**src/rtl/column_loader_harness_pkg.sv**
```systemverilog
// Shared helpers for the column loader harness: column geometry and fixed constants.
// Column c of an N x N multiplier holds h(c)=min(c+1, 2N-1-c) partial-product bits.
package column_pkg;

    localparam logic [63:0] LFSR_TAPS        = 64'hD800_0000_0000_0000;
    localparam logic [31:0] SIG_POLY_DEFAULT = 32'h04C1_1DB7;

    // Height of column c for operand width n.
    function automatic int unsigned col_height(input int unsigned n, input int unsigned c);
        int unsigned rising;
        int unsigned falling;
        rising  = c + 1;
        falling = 2 * n - 1 - c;
        return (rising < falling) ? rising : falling;
    endfunction

    // Bit offset of column c inside the flattened column vector.
    function automatic int unsigned col_offset(input int unsigned n, input int unsigned c);
        int unsigned acc;
        acc = 0;
        for (int unsigned i = 0; i < c; i++) begin
            acc += col_height(n, i);
        end
        return acc;
    endfunction

    // Total partial-product bits across all columns.
    function automatic int unsigned total_bits(input int unsigned n);
        return n * n;
    endfunction

endpackage

```
**src/rtl/column_loader_harness_if.sv**
```systemverilog
// Harness bus: host controls and serial feed, compressor drive/return, capture and signature.
//  master : host/generated top (drives controls, src_in, dst_in)
//  slave  : column_loader_harness
interface column_loader_harness_if #(
    parameter int unsigned N     = 15,
    parameter int unsigned DST_W = 2 * N + 1,
    parameter int unsigned SIG_W = 32
);
    localparam int unsigned COLS  = 2 * N - 1;
    localparam int unsigned TOTAL = column_pkg::total_bits(N);

    logic             clear;
    logic             shift_en;
    logic             lfsr_mode;
    logic             sig_en;
    logic [COLS-1:0]  src_in;
    logic [TOTAL-1:0] cols_flat;
    logic [DST_W-1:0] dst_in;
    logic             full;
    logic             dst_valid;
    logic [DST_W-1:0] dst_q;
    logic [SIG_W-1:0] signature;

    modport master (
        output clear, shift_en, lfsr_mode, sig_en, src_in, dst_in,
        input  cols_flat, full, dst_valid, dst_q, signature
    );

    modport slave (
        input  clear, shift_en, lfsr_mode, sig_en, src_in, dst_in,
        output cols_flat, full, dst_valid, dst_q, signature
    );

endinterface

```
**src/rtl/column_loader_harness_shreg.sv**
```systemverilog
// One column shift register of height H; newest bit at LSB.
//  clk, rst   : clock, synchronous active-high reset
//  clear_i    : synchronous restart to zero, wins over shift_i
//  shift_i    : shift one position this cycle
//  bit_i      : serial bit entering at LSB
//  col_o      : registered column contents
module column_shreg #(
    parameter int unsigned H = 1
) (
    input  logic         clk,
    input  logic         rst,
    input  logic         clear_i,
    input  logic         shift_i,
    input  logic         bit_i,
    output logic [H-1:0] col_o
);

    logic [H-1:0] col_q;
    logic [H-1:0] col_d;

    // Truncating the concatenation drops the oldest bit; for H=1 it is a plain load.
    always_comb begin
        col_d = col_q;
        if (shift_i) begin
            col_d = H'({col_q, bit_i});
        end
    end

    always_ff @(posedge clk) begin
        if (rst || clear_i) begin
            col_q <= '0;
        end else begin
            col_q <= col_d;
        end
    end

    assign col_o = col_q;

endmodule

```
**src/rtl/column_loader_harness.sv**
```systemverilog
// Stimulus/capture harness for an N x N column compressor.
// Loads 2N-1 triangular column registers from pins or a 64-bit LFSR, exposes them flattened,
// pipelines the compressor result with a "columns full" tag and folds valid results into a MISR.
//  clk, rst : clock, synchronous active-high reset (LFSR reseeded only by rst)
//  bus      : column_loader_harness_if slave modport
module column_loader_harness
    import column_pkg::*;
#(
    parameter int unsigned      N          = 15,
    parameter int unsigned      DST_W      = 2 * N + 1,
    parameter int unsigned      CAP_STAGES = 1,
    parameter int unsigned      SIG_W      = 32,
    parameter logic [SIG_W-1:0] SIG_POLY   = SIG_W'(SIG_POLY_DEFAULT),
    parameter logic [63:0]      LFSR_SEED  = 64'h0000_0000_0000_0001
) (
    input  logic clk,
    input  logic rst,
    column_loader_harness_if.slave bus
);

    localparam int unsigned COLS  = 2 * N - 1;
    localparam int unsigned TOTAL = total_bits(N);
    localparam int unsigned DEPTH = N;
    localparam int unsigned CNT_W = $clog2(N + 1);

    logic [63:0]      lfsr_q;
    logic [63:0]      lfsr_d;
    logic [CNT_W-1:0] fill_cnt_q;
    logic [CNT_W-1:0] fill_cnt_d;
    logic             full_q;
    logic [DST_W:0]   cap_q [CAP_STAGES];
    logic [SIG_W-1:0] sig_q;
    logic [SIG_W-1:0] sig_d;
    logic [COLS-1:0]  bits_c;
    logic [TOTAL-1:0] cols_flat_c;
    logic             valid_c;
    logic [DST_W-1:0] dst_c;

    // Column storage, one register per multiplier column.
    for (genvar c = 0; c < COLS; c++) begin : g_col
        localparam int unsigned H   = col_height(N, c);
        localparam int unsigned OFF = col_offset(N, c);
        column_shreg #(.H(H)) u_col (
            .clk     (clk),
            .rst     (rst),
            .clear_i (bus.clear),
            .shift_i (bus.shift_en),
            .bit_i   (bits_c[c]),
            .col_o   (cols_flat_c[OFF +: H])
        );
    end

    assign {valid_c, dst_c} = cap_q[CAP_STAGES-1];

    // Serial source select, LFSR step, fill counter and MISR next state.
    always_comb begin
        bits_c     = bus.lfsr_mode ? lfsr_q[COLS-1:0] : bus.src_in;
        lfsr_d     = lfsr_q;
        fill_cnt_d = fill_cnt_q;
        sig_d      = sig_q;
        // Columns consume the pre-step LFSR state; a clear cycle leaves the LFSR alone.
        if (bus.shift_en && bus.lfsr_mode && !bus.clear) begin
            lfsr_d = (lfsr_q >> 1) ^ (lfsr_q[0] ? LFSR_TAPS : 64'h0);
        end
        if (bus.shift_en && (fill_cnt_q != CNT_W'(DEPTH))) begin
            fill_cnt_d = fill_cnt_q + CNT_W'(1);
        end
        if (valid_c && bus.sig_en) begin
            sig_d = {sig_q[SIG_W-2:0], 1'b0}
                  ^ (sig_q[SIG_W-1] ? SIG_POLY : '0)
                  ^ SIG_W'(dst_c);
        end
    end

    always_ff @(posedge clk) begin
        if (rst) begin
            lfsr_q <= LFSR_SEED;
        end else begin
            lfsr_q <= lfsr_d;
        end
    end

    // Fill tracking, tagged capture pipe and signature; clear restarts all of it.
    always_ff @(posedge clk) begin
        if (rst || bus.clear) begin
            fill_cnt_q <= '0;
            full_q     <= 1'b0;
            sig_q      <= '0;
            for (int k = 0; k < CAP_STAGES; k++) begin
                cap_q[k] <= '0;
            end
        end else begin
            fill_cnt_q <= fill_cnt_d;
            full_q     <= (fill_cnt_d == CNT_W'(DEPTH));
            sig_q      <= sig_d;
            cap_q[0]   <= {full_q, bus.dst_in};
            for (int k = 1; k < CAP_STAGES; k++) begin
                cap_q[k] <= cap_q[k-1];
            end
        end
    end

    assign bus.cols_flat = cols_flat_c;
    assign bus.full      = full_q;
    assign bus.dst_valid = valid_c;
    assign bus.dst_q     = dst_c;
    assign bus.signature = sig_q;

endmodule

```
**src/flat_wrapper.sv**
```systemverilog
// flat-port wrapper written by rule: the top's interface ports become plain ports
module column_loader_harness_flat import column_pkg::*;
#(
    parameter int unsigned      N          = 15,
    parameter int unsigned      DST_W      = 2 * N + 1,
    parameter int unsigned      CAP_STAGES = 1,
    parameter int unsigned      SIG_W      = 32,
    parameter logic [SIG_W-1:0] SIG_POLY   = SIG_W'(SIG_POLY_DEFAULT),
    parameter logic [63:0]      LFSR_SEED  = 64'h0000_0000_0000_0001
)
  (clk, rst, bus_clear, bus_shift_en, bus_lfsr_mode, bus_sig_en, bus_src_in, bus_dst_in, bus_cols_flat, bus_full, bus_dst_valid, bus_dst_q, bus_signature);
  column_loader_harness_if #(.N(N), .DST_W(DST_W), .SIG_W(SIG_W)) bus_i ();
  input  logic clk;
  input  logic rst;
  input wire logic [$bits(bus_i.clear)-1:0] bus_clear;
  input wire logic [$bits(bus_i.shift_en)-1:0] bus_shift_en;
  input wire logic [$bits(bus_i.lfsr_mode)-1:0] bus_lfsr_mode;
  input wire logic [$bits(bus_i.sig_en)-1:0] bus_sig_en;
  input wire logic [$bits(bus_i.src_in)-1:0] bus_src_in;
  input wire logic [$bits(bus_i.dst_in)-1:0] bus_dst_in;
  output wire logic [$bits(bus_i.cols_flat)-1:0] bus_cols_flat;
  output wire logic [$bits(bus_i.full)-1:0] bus_full;
  output wire logic [$bits(bus_i.dst_valid)-1:0] bus_dst_valid;
  output wire logic [$bits(bus_i.dst_q)-1:0] bus_dst_q;
  output wire logic [$bits(bus_i.signature)-1:0] bus_signature;
  assign bus_i.clear = bus_clear;
  assign bus_i.shift_en = bus_shift_en;
  assign bus_i.lfsr_mode = bus_lfsr_mode;
  assign bus_i.sig_en = bus_sig_en;
  assign bus_i.src_in = bus_src_in;
  assign bus_i.dst_in = bus_dst_in;
  assign bus_cols_flat = bus_i.cols_flat;
  assign bus_full = bus_i.full;
  assign bus_dst_valid = bus_i.dst_valid;
  assign bus_dst_q = bus_i.dst_q;
  assign bus_signature = bus_i.signature;
  column_loader_harness #(.N(N), .DST_W(DST_W), .CAP_STAGES(CAP_STAGES), .SIG_W(SIG_W), .SIG_POLY(SIG_POLY), .LFSR_SEED(LFSR_SEED)) u_core (.clk(clk), .rst(rst), .bus(bus_i));
endmodule
```
**config.mk**
```make
export PLATFORM = sky130hd
export DESIGN_NAME = column_loader_harness_flat
export DESIGN_NICKNAME = d
export VERILOG_FILES = /design/src/rtl/column_loader_harness_pkg.sv /design/src/rtl/column_loader_harness_if.sv /design/src/rtl/column_loader_harness_shreg.sv /design/src/rtl/column_loader_harness.sv /design/src/flat_wrapper.sv
export SDC_FILE = /design/constraint.sdc
export NUM_CORES = 1
export LEC_CHECK = 0
export CAP_MARGIN = 20
export CORE_MARGIN = 3
export CORE_UTILIZATION = 35
export CTS_BUF_LIST = sky130_fd_sc_hd__clkbuf_2
export CTS_CLUSTER_SIZE = 8
export DETAILED_ROUTE_END_ITERATION = 10
export PLACE_DENSITY = 0.67
export SETUP_SLACK_MARGIN = 0.5
export SYNTH_ARGS = -nofsm -noshare
export SYNTH_HDL_FRONTEND = slang
export SYNTH_SLANG_ARGS = --single-unit
```
**constraint.sdc**
```tcl
create_clock -name clk -period 1.5 [get_ports clk]
set_clock_uncertainty 0.1 [all_clocks]
set_input_delay 0.15 -clock clk [delete_from_list [all_inputs] [get_ports clk]]
set_output_delay 0.15 -clock clk [all_outputs]
set_load 0.01 [all_outputs]
```
# Word-level counts from Yosys, hierarchy flattened
# Memories as Yosys holds them, arrays and structs flattened.
# Index checks and enable logic that the tools add are counted.
[totals] ff_bits=326 ram_bits=32 in_bits=66 output_inout_bits=290 wordCells=56 memories=1
[memory_table] memory="u_core.cap_q" depth=1 word_bits=32 read_ports=1 rd_ports_with_merged_regs=0 write_ports=1 line="column_loader_harness.sv:31" text="logic [DST_W:0] cap_q [CAP_STAGES];"
[classes] n_addsub=1 n_eq_ne=2 n_mux=9 bitwise=3 n_reduce_logical=7
[ops] cell="$mux 64" count=1
[ops] cell="$xor 63x64->64" count=1
[ops] cell="$mux 32" count=1
[ops] cell="$reduce_or 32->1" count=1
[ops] cell="$xor 32x31->32" count=1
[ops] cell="$xor 32x32->32" count=1
[ops] cell="$mux 29" count=1
[ops] cell="$mux 27" count=1
[ops] cell="$add 4x1->4 const B" count=1
[ops] cell="$eq 4x4->1 const B" count=1
[ops] cell="$logic_and 1x1->1" count=4
[ops] cell="$mux 1" count=4
[ops] cell="$mux 4" count=1
[ops] cell="$ne 4x4->1 const B" count=1
[ops] cell="$logic_not 1->1" count=1
[ops] cell="$logic_or 1x1->1" count=1

# Longest topological paths before layout
# Gate-level depths: netlist of run 1.
[depth] word_depth=4 depth_mapped=7 ltp_nobuf=4

# Hierarchy
# From an unflattened synthesis of run 1, not the netlist that was laid out.
[unflattened] cells_unflattened=1308 hier_area_um2=13399.1
[by_module_without_submodules] module="column_loader_harness" instances=1 cells_per_inst=564 area_per_inst_um2=5151.2 seq_area_each_um2=2662.6
[by_module_without_submodules] module="column_shreg (u_core.g_col[13].u_col ...)" instances=2 cells_per_inst=47 area_per_inst_um2=520.5 seq_area_each_um2=280.3
[by_module_without_submodules] module="column_shreg (u_core.g_col[12].u_col ...)" instances=2 cells_per_inst=43 area_per_inst_um2=490.5 seq_area_each_um2=260.2
[by_module_without_submodules] module="column_shreg (u_core.g_col[11].u_col ...)" instances=2 cells_per_inst=39 area_per_inst_um2=427.9 seq_area_each_um2=240.2
[by_module_without_submodules] module="column_shreg (u_core.g_col[10].u_col ...)" instances=2 cells_per_inst=36 area_per_inst_um2=400.4 seq_area_each_um2=220.2
[by_module_without_submodules] module="column_shreg (u_core.g_col[19].u_col ...)" instances=2 cells_per_inst=33 area_per_inst_um2=362.8 seq_area_each_um2=200.2
[by_module_without_submodules] module="column_shreg (u_core.g_col[20].u_col ...)" instances=2 cells_per_inst=30 area_per_inst_um2=329.1 seq_area_each_um2=180.2
[by_module_without_submodules] module="column_shreg (u_core.g_col[21].u_col ...)" instances=2 cells_per_inst=27 area_per_inst_um2=295.3 seq_area_each_um2=160.2
[by_module_without_submodules] module="column_shreg (u_core.g_col[14].u_col)" instances=1 cells_per_inst=50 area_per_inst_um2=558.0 seq_area_each_um2=300.3
[by_module_without_submodules] module="column_shreg (u_core.g_col[22].u_col ...)" instances=2 cells_per_inst=24 area_per_inst_um2=252.7 seq_area_each_um2=140.1
[by_module_without_submodules] module="column_shreg (u_core.g_col[23].u_col ...)" instances=2 cells_per_inst=21 area_per_inst_um2=219.0 seq_area_each_um2=120.1
[by_module_without_submodules] module="column_shreg (u_core.g_col[24].u_col ...)" instances=2 cells_per_inst=16 area_per_inst_um2=186.4 seq_area_each_um2=100.1
[by_module_without_submodules] module="column_shreg (u_core.g_col[25].u_col ...)" instances=2 cells_per_inst=13 area_per_inst_um2=145.1 seq_area_each_um2=80.1
[by_module_without_submodules] module="column_shreg (u_core.g_col[26].u_col ...)" instances=2 cells_per_inst=9 area_per_inst_um2=105.1 seq_area_each_um2=60.1
[by_module_without_submodules] module="2 more rows"

# Worst setup path before layout of run 1
# OpenSTA, ideal clock, no wires.
[synth_timing] path_type="register -> register" start="reg u_core.fill_cnt_q[0]" end="reg u_core.full_q, in the netlist u_core.bus.full" setup_time_ps=79 t_arrival_ps=1279 required_time_ps=1321 setup_slack_ps=41 path_stages_with_launch=5 path_buffers=0 period_less_slack_ps=1459 cell_sequence="dfxtp_1 ha_1 and3_1 or3_1 a211oi_2"
[synth_between] elab_chain_len=4 word_cells_on_any_way=5 classes_between="add/sub: 1; eq/ne: 2; mux: 1; reduce/logical: 1"
[synth_lines] element="start, declared" line="column_loader_harness.sv:28" text="logic [CNT_W-1:0] fill_cnt_q;"
[synth_lines] element="start signal, assigned" line="column_loader_harness.sv:93" text="fill_cnt_q <= fill_cnt_d;"
[synth_lines] element="branches (longest 2 deep; another with $add 4x1->4)"
[synth_lines] element="$mux 4 *" line="column_loader_harness.sv:65" text="if (bus.shift_en && (fill_cnt_q != CNT_W'(DEPTH))) begin"
[synth_lines] element="$eq 4x4->1 *" line="column_loader_harness.sv:94" text="full_q <= (fill_cnt_d == CNT_W'(DEPTH));"
[synth_lines] element="end signal, assigned" line="column_loader_harness.sv:94"
[synth_lines] element="end, declared" line="column_loader_harness.sv:30" text="logic full_q;"
# Mark *: on every way between the ends.
# A chain may end at the register's enable or synchronous reset.

# Worst setup path after layout of run 1
[layout_timing] start="reg u_core.g_col[13].u_col.col_q[2]" end="out bus_cols_flat[93]"
[layout_lines] element="start, declared" line="column_loader_harness_shreg.sv:18" text="logic [H-1:0] col_q;"
[layout_lines] element="start signal, assigned" line="column_loader_harness_shreg.sv:33" text="col_q <= col_d;"
[layout_lines] element="end, declared" line="flat_wrapper.sv:21" text="output wire logic [$bits(bus_i.cols_flat)-1:0] bus_cols_flat;"
# No word-level cell between the ends.

==> flow_summary.toml, run 1 <==
[job]
maxCapViolations = 0

[routing]
wire_per_inst_um = 15.7
viasPerCell = 4.59
via_count = 11900
routed_wl_um = 40700
firstDrtPassIters = 5
drcViolationCount = 0
ant_nets = 0
first_iter_violations = 359

[hold_path]
hold_class = "input pin to flop"

[clock_tree]
root_buffer = "clkbuf_2"
htreeDepth = 3
path_clk_slew_ns = 0.11
worst_skew_pair.late_latency_ns = 0.95
numCtsBuffers = 92
cts_tree = "yes"
cts_buffer_depth = 3
holdBufCountCts = 65
numClockSinks = 358

[pwr]
irDropWorstVdd_v = 0.000489
power_density_mw_per_mm2 = 799
p_leak_nw = 9.89
power_mw = 17.7

[floorplanning]
start_util_pct = 35.7
coreArea_mm2 = 0.0368
die_area_mm2 = 0.0399
fp.dieW_um = 200
chipHeight_um = 200
pin_count = 356
std_cell_rows = 70

[yosys]
synth-seq-cells = 358
syn_area_mm2 = 0.0131
synth_cells = 1297
synth_cell_types = 31
synth-seq-area-share_pct = 54.5
synth_nets = 1364
yosys_warnings = 0
synth_area_per_cell_um2 = 10.1

[global_route]
grt_max_degree = 65
antenna_found_initial = 1
grtUsageTotal_pct = 19.0
grt_pass1_vias = 11900
grt_pass1_wl_um = 61100
grt_overflow = 0

[critical_path]
critPathLaunchType = "flop"
worstPathCellList = "buf_6"
endpoint_kind = "primary output"
cpPeakStageDelay_ns = 0.38
critPathTopFamily = "flip-flops"
worst-setup-path-type = "flop to primary output"
cp_slowest_cell = "dfxtp_2"
arrival_ns = 1.44
path_buf_inv = 1
crit_fanout = 3
cp_data_required_time_ns = 1.25

[timing]
setup_ws_ns = -0.191
slew_violations = 0
whs_ns = 0.0738
min_period_ns = 1.69
hold_viol_final = 0
fmax_mhz = 591
setup_viol = 292
slew_headroom_pct = 56.6
worst_pin_slew_ns = 0.652
period_share_pct = 113
rsz0062_at_grt = "true"
finalSetupTns_ns = -35.60

[finish]
final_cell_mix = "304 x buf_6, 294 x buf_4, 282 x dfxtp_2"
nFillCells = 2972
ff_latch_area_mm2 = 0.00757
area_growth_pct = 68.2
finish.net_count = 2118
final_common_cell = "buf_6"
drive_gt1_share_pct = 53.2
finalNonFillerCells = 2590
postLayoutCoreUtil_pct = 60.1
multiInputGateArea_mm2 = 0.00563
design_area_mm2 = 0.0221

[placement]
dp_slack_ns = -0.185
placed_area_mm2 = 0.0174
dp_hpwl_um = 24500
place.gp.congestion = 0.795
dp_cells = 2079
io_buffers = 355

[outcome]
status = "finished with violations"
violations = "negative setup slack"
-- state kept, by name, indices dropped and copies added (netlist names) --
signal	flops
u_core.g_col.u_col.col_o	225
u_core.fill_cnt_q	4
u_core.lfsr_q	64
u_core.cap_q	32
u_core.bus.full	1
u_core.bus.signature	32
-- area by class of cell --
| type | count | area share, % |
|---|---|---|
| Antenna cell | 2 | 0.0226 |
| Multi-Input combinational cell | 841 | 25.5 |
| Clock inverter | 31 | 0.690 |
| Inverter | 2 | 0.0339 |
| Tap cell | 468 | 2.65 |
| Sequential cell | 358 | 34.2 |
| Timing Repair Buffer | 756 | 33.9 |
| Clock buffer | 132 | 2.99 |
-- synth_stat cells --
cell / instances / share of area [%]
and3_1: 2 / 0.095
a211oi_2: 1 / 0.095
nand2b_1: 1 / 0.048
o22a_1: 1 / 0.067
inv_1: 2 / 0.057
buf_1: 2 / 0.057
and4b_1: 1 / 0.076
clkbuf_1: 13 / 0.37
or3_1: 1 / 0.048
and3b_1: 2 / 0.13
nand3b_1: 3 / 0.17
a21oi_1: 77 / 2.9
nand4_1: 1 / 0.048
nor2_1: 247 / 7.1
a211oi_1: 50 / 2.9
a41o_1: 1 / 0.076
o21ai_0: 2 / 0.076
nor3_1: 1 / 0.038
dfxtp_1: 358 / 55
or2_1: 1 / 0.048
buf_2: 34 / 1.3
buf_6: 31 / 2.7
a21boi_0: 1 / 0.057
mux2i_1: 238 / 18
buf_4: 15 / 0.86
xnor2_1: 35 / 2.3
ha_1: 1 / 0.095
o211ai_1: 1 / 0.057
and2_1: 33 / 1.6
nand2_1: 140 / 4.0
buf_8: 1 / 0.11
-- report_power, final --
group          leakage [nW]  internal (mW)  switching (mW)
combinational          6.23          0.848           0.672
clock                 0.625           2.53            3.98
sequential             3.04           9.57          0.0700
-- final timing paths --
kind	start	endpoint	slack, ns	depth (start not counted)
hold / removal	bus_clear	u_core.fill_cnt_q[3]	0.07	5
setup reg to reg	u_core.bus.signature[31]	u_core.bus.signature[1]	-0.02	7
setup / recovery	u_core.g_col[13].u_col.col_o[2]	bus_cols_flat[93]	-0.19	1
hold reg to reg	u_core.lfsr_q[48]	u_core.lfsr_q[47]	0.35	2
-- repair_timing --
action,CTS,global route
buffers inserted,247,31
gates cloned,1,2
gates resized for setup,1799,76
hold endpoints to repair,358,1
endpoints found under the setup margin,329,333
pin swaps,5,37
-- cell families (layout without fill, tap and decap cells) --
| logic type | after synthesis | count (layout) | synth area share [%] |
|---|---|---|---|
| AND/OR/NAND/NOR | 433 | 433 | 13.3 |
| adder cells (fa/ha/maj) | 1 | 1 | 0.0952 |
| XOR/XNOR | 35 | 35 | 2.33 |
| other | 0 | 2 | 0 |
| buffers and inverters | 98 | 921 | 5.41 |
| flip-flops | 358 | 358 | 54.5 |
| multiplexers | 238 | 238 | 18.1 |
| AO/OA/AOI/OAI | 134 | 134 | 6.21 |
-- worst reg2reg max path, delay by kind of cell (launching register included) --
kind            cells  cell delay (ns)
compound gates      1             0.08
buf+inv             4             0.44
flops               1             0.38
mux                 1             0.18
simple gates        1             0.23
-- per-layer routing --
layer  share of wire, %  GRT usage (%)  vias to the layer above  routed length [µm]
li1                   -              -                     5900                   -
met1                 40           21.8                     5599               16300
met2                 52           33.7                      303               21200
met3                4.7           4.15                       93                1920
met4                3.0           9.05                        0                1200
met5                  0              0                        -                   0
Note: power is estimated with default switching activity, not from simulation.
==> run 2: changes to the inputs <==
--- a/config.mk
+++ b/config.mk
@@ -6,12 +6,14 @@
 export NUM_CORES = 1
 export LEC_CHECK = 0
 export CAP_MARGIN = 20
+export CELL_PAD_IN_SITES_DETAIL_PLACEMENT = 0
+export CELL_PAD_IN_SITES_GLOBAL_PLACEMENT = 2
 export CORE_MARGIN = 3
-export CORE_UTILIZATION = 35
+export CORE_UTILIZATION = 27
 export CTS_BUF_LIST = sky130_fd_sc_hd__clkbuf_2
 export CTS_CLUSTER_SIZE = 8
 export DETAILED_ROUTE_END_ITERATION = 10
-export PLACE_DENSITY = 0.67
+export PLACE_DENSITY = 0.81
 export SETUP_SLACK_MARGIN = 0.5
 export SYNTH_ARGS = -nofsm -noshare
 export SYNTH_HDL_FRONTEND = slang
==> constraint.sdc (replaced) <==
create_clock -name clk -period 1.5 [get_ports clk]
set_clock_uncertainty 0.1 [all_clocks]
set_input_delay 0.15 -clock clk [delete_from_list [all_inputs] [get_ports clk]]
set_output_delay 0.15 -clock clk [all_outputs]
set_load 0.1 [all_outputs]
==> flow_summary.toml, run 2 (synthesis gave the netlist of run 1 again) <==
[routing]
drcViolationCount = 0
wire_per_inst_um = 16.0
firstDrtPassIters = 4
routed_wl_um = 44000
ant_nets = 0
first_iter_violations = 395
viasPerCell = 4.34
via_count = 12000

[finish]
final_common_cell = "buf_12"
area_growth_pct = 95.0
finish.net_count = 2139
design_area_mm2 = 0.0256
nFillCells = 4101
final_cell_mix = "310 x buf_12, 282 x buf_4, 277 x dfxtp_4"
ff_latch_area_mm2 = 0.00823
multiInputGateArea_mm2 = 0.00556
largest_reg_flops = 225
finalNonFillerCells = 2760
drive_gt1_share_pct = 52.7

[outcome]
violations = "negative hold slack, negative setup slack"
status = "finished with violations"

[clock_tree]
root_buffer = "clkbuf_2"
cts_buffer_depth = 3
numClockSinks = 358
numCtsBuffers = 99
cts_tree = "yes"
htreeDepth = 3
worst_skew_pair.late_latency_ns = 1.06
path_clk_slew_ns = 0.09

[placement]
dp_slack_ns = -0.138
dp_cells = 2233
place.gp.congestion = 0.759
dp_hpwl_um = 27200
placed_area_mm2 = 0.0214
io_buffers = 355

[global_route]
grt_pass1_vias = 12400
antenna_found_initial = 4
grtUsageTotal_pct = 16.4
grt_max_degree = 65
grt_pass1_wl_um = 66800
grt_overflow = 0

[pwr]
clkPwrFrac_pct = 37.8
p_comb_share_pct = 12.1
p_int_mw = 13.0
p_leak_nw = 10.6
seqPwrFrac_pct = 50.1
irDropWorstVdd_v = 0.000506
power_density_mw_per_mm2 = 717
power_switching_share_pct = 29.4
power.switching_mw = 5.40

[timing]
fmax_mhz = 536
worst_pin_slew_ns = 0.677
period_share_pct = 124
setup_viol = 290
min_period_ns = 1.87
finalSetupTns_ns = -86.48
setup_ws_ns = -0.365
hold_viol_final = 3
slew_headroom_pct = 54.9
slew_violations = 0
whs_ns = -0.0126
rsz0062_at_grt = "true"

[critical_path]
cpPeakStageDelay_ns = 0.39
worst-setup-path-type = "flop to primary output"
cp_data_required_time_ns = 1.25
cp_slowest_cell = "dfxtp_4"
critPathTopFamily = "flip-flops"
arrival_ns = 1.62
worstPathCellList = "buf_12"
path_buf_inv = 1
crit_fanout = 3
critPathLaunchType = "flop"
endpoint_kind = "primary output"

[floorplanning]
die_area_mm2 = 0.0514
pin_count = 356
std_cell_rows = 80
start_util_pct = 27.4
fp.dieW_um = 227
chipHeight_um = 227
coreArea_mm2 = 0.0479

[job]
maxCapViolations = 0

[hold_path]
hold_class = "input pin to flop"
-- run 2: final cells by class --
type | count | area share [%]
timing repair buffer | 769 | 39.7
clock buffer | 150 | 2.93
clock inverter | 19 | 0.483
inverter | 2 | 0.0293
antenna | 5 | 0.0488
tap | 615 | 3.00
multi-input combinational | 842 | 21.7
sequential | 358 | 32.1
-- run 2: path summary, 6_finish.rpt --
path	from	end	slack, ns	cells after the start
setup / recovery	u_core.g_col[13].u_col.col_o[4]	bus_cols_flat[95]	-0.37	1
setup reg to reg	u_core.fill_cnt_q[1]	u_core.bus.full	0.03	4
hold / removal	bus_clear	u_core.g_col[23].u_col.col_o[1]	-0.01	4
hold reg to reg	u_core.lfsr_q[50]	u_core.lfsr_q[49]	0.27	2
-- run 2: per-layer routing --
metal / GRT usage [%] / up-vias / routed length, µm
met4: 7.60 / 0 / 1580
met5: 0 / - / 0
li1: - / 5978 / -
met3: 4.30 / 100 / 2210
met1: 19.0 / 5593 / 17700
met2: 28.2 / 301 / 22600
-- run 2: repair_timing --
item,4_1_cts,5_1_grt
setup endpoints to repair,330,488
pin swaps,14,20
hold buffers,74,15
gates resized for setup,93,33
gates cloned,4,1
buffers inserted,252,8
endpoints found under the hold margin,358,39
-- run 2: stage by stage --
stage | power [mW] | utilization, %
5_1_grt | 19.4 | 53.5
4_1_cts | 18.8 | 52.8
2_1_floorplan | 10.7 | -
3_3_place_gp | 11.4 | 44.7
6_report | 18.4 | 53.5
3_5_place_dp | 11.4 | 44.7
-- run 2: power by group through the flow --
| stage | clock network, mW | logic [mW] | registers, mW |
|---|---|---|---|
| finish | 6.95 | 2.22 | 9.21 |
| detailed placement | 0 | 1.87 | 9.51 |
| floorplan | 0 | 0.779 | 9.96 |
| global route | 7.84 | 2.33 | 9.23 |
| global placement | 0 | 1.86 | 9.51 |
| CTS | 7.36 | 2.17 | 9.21 |
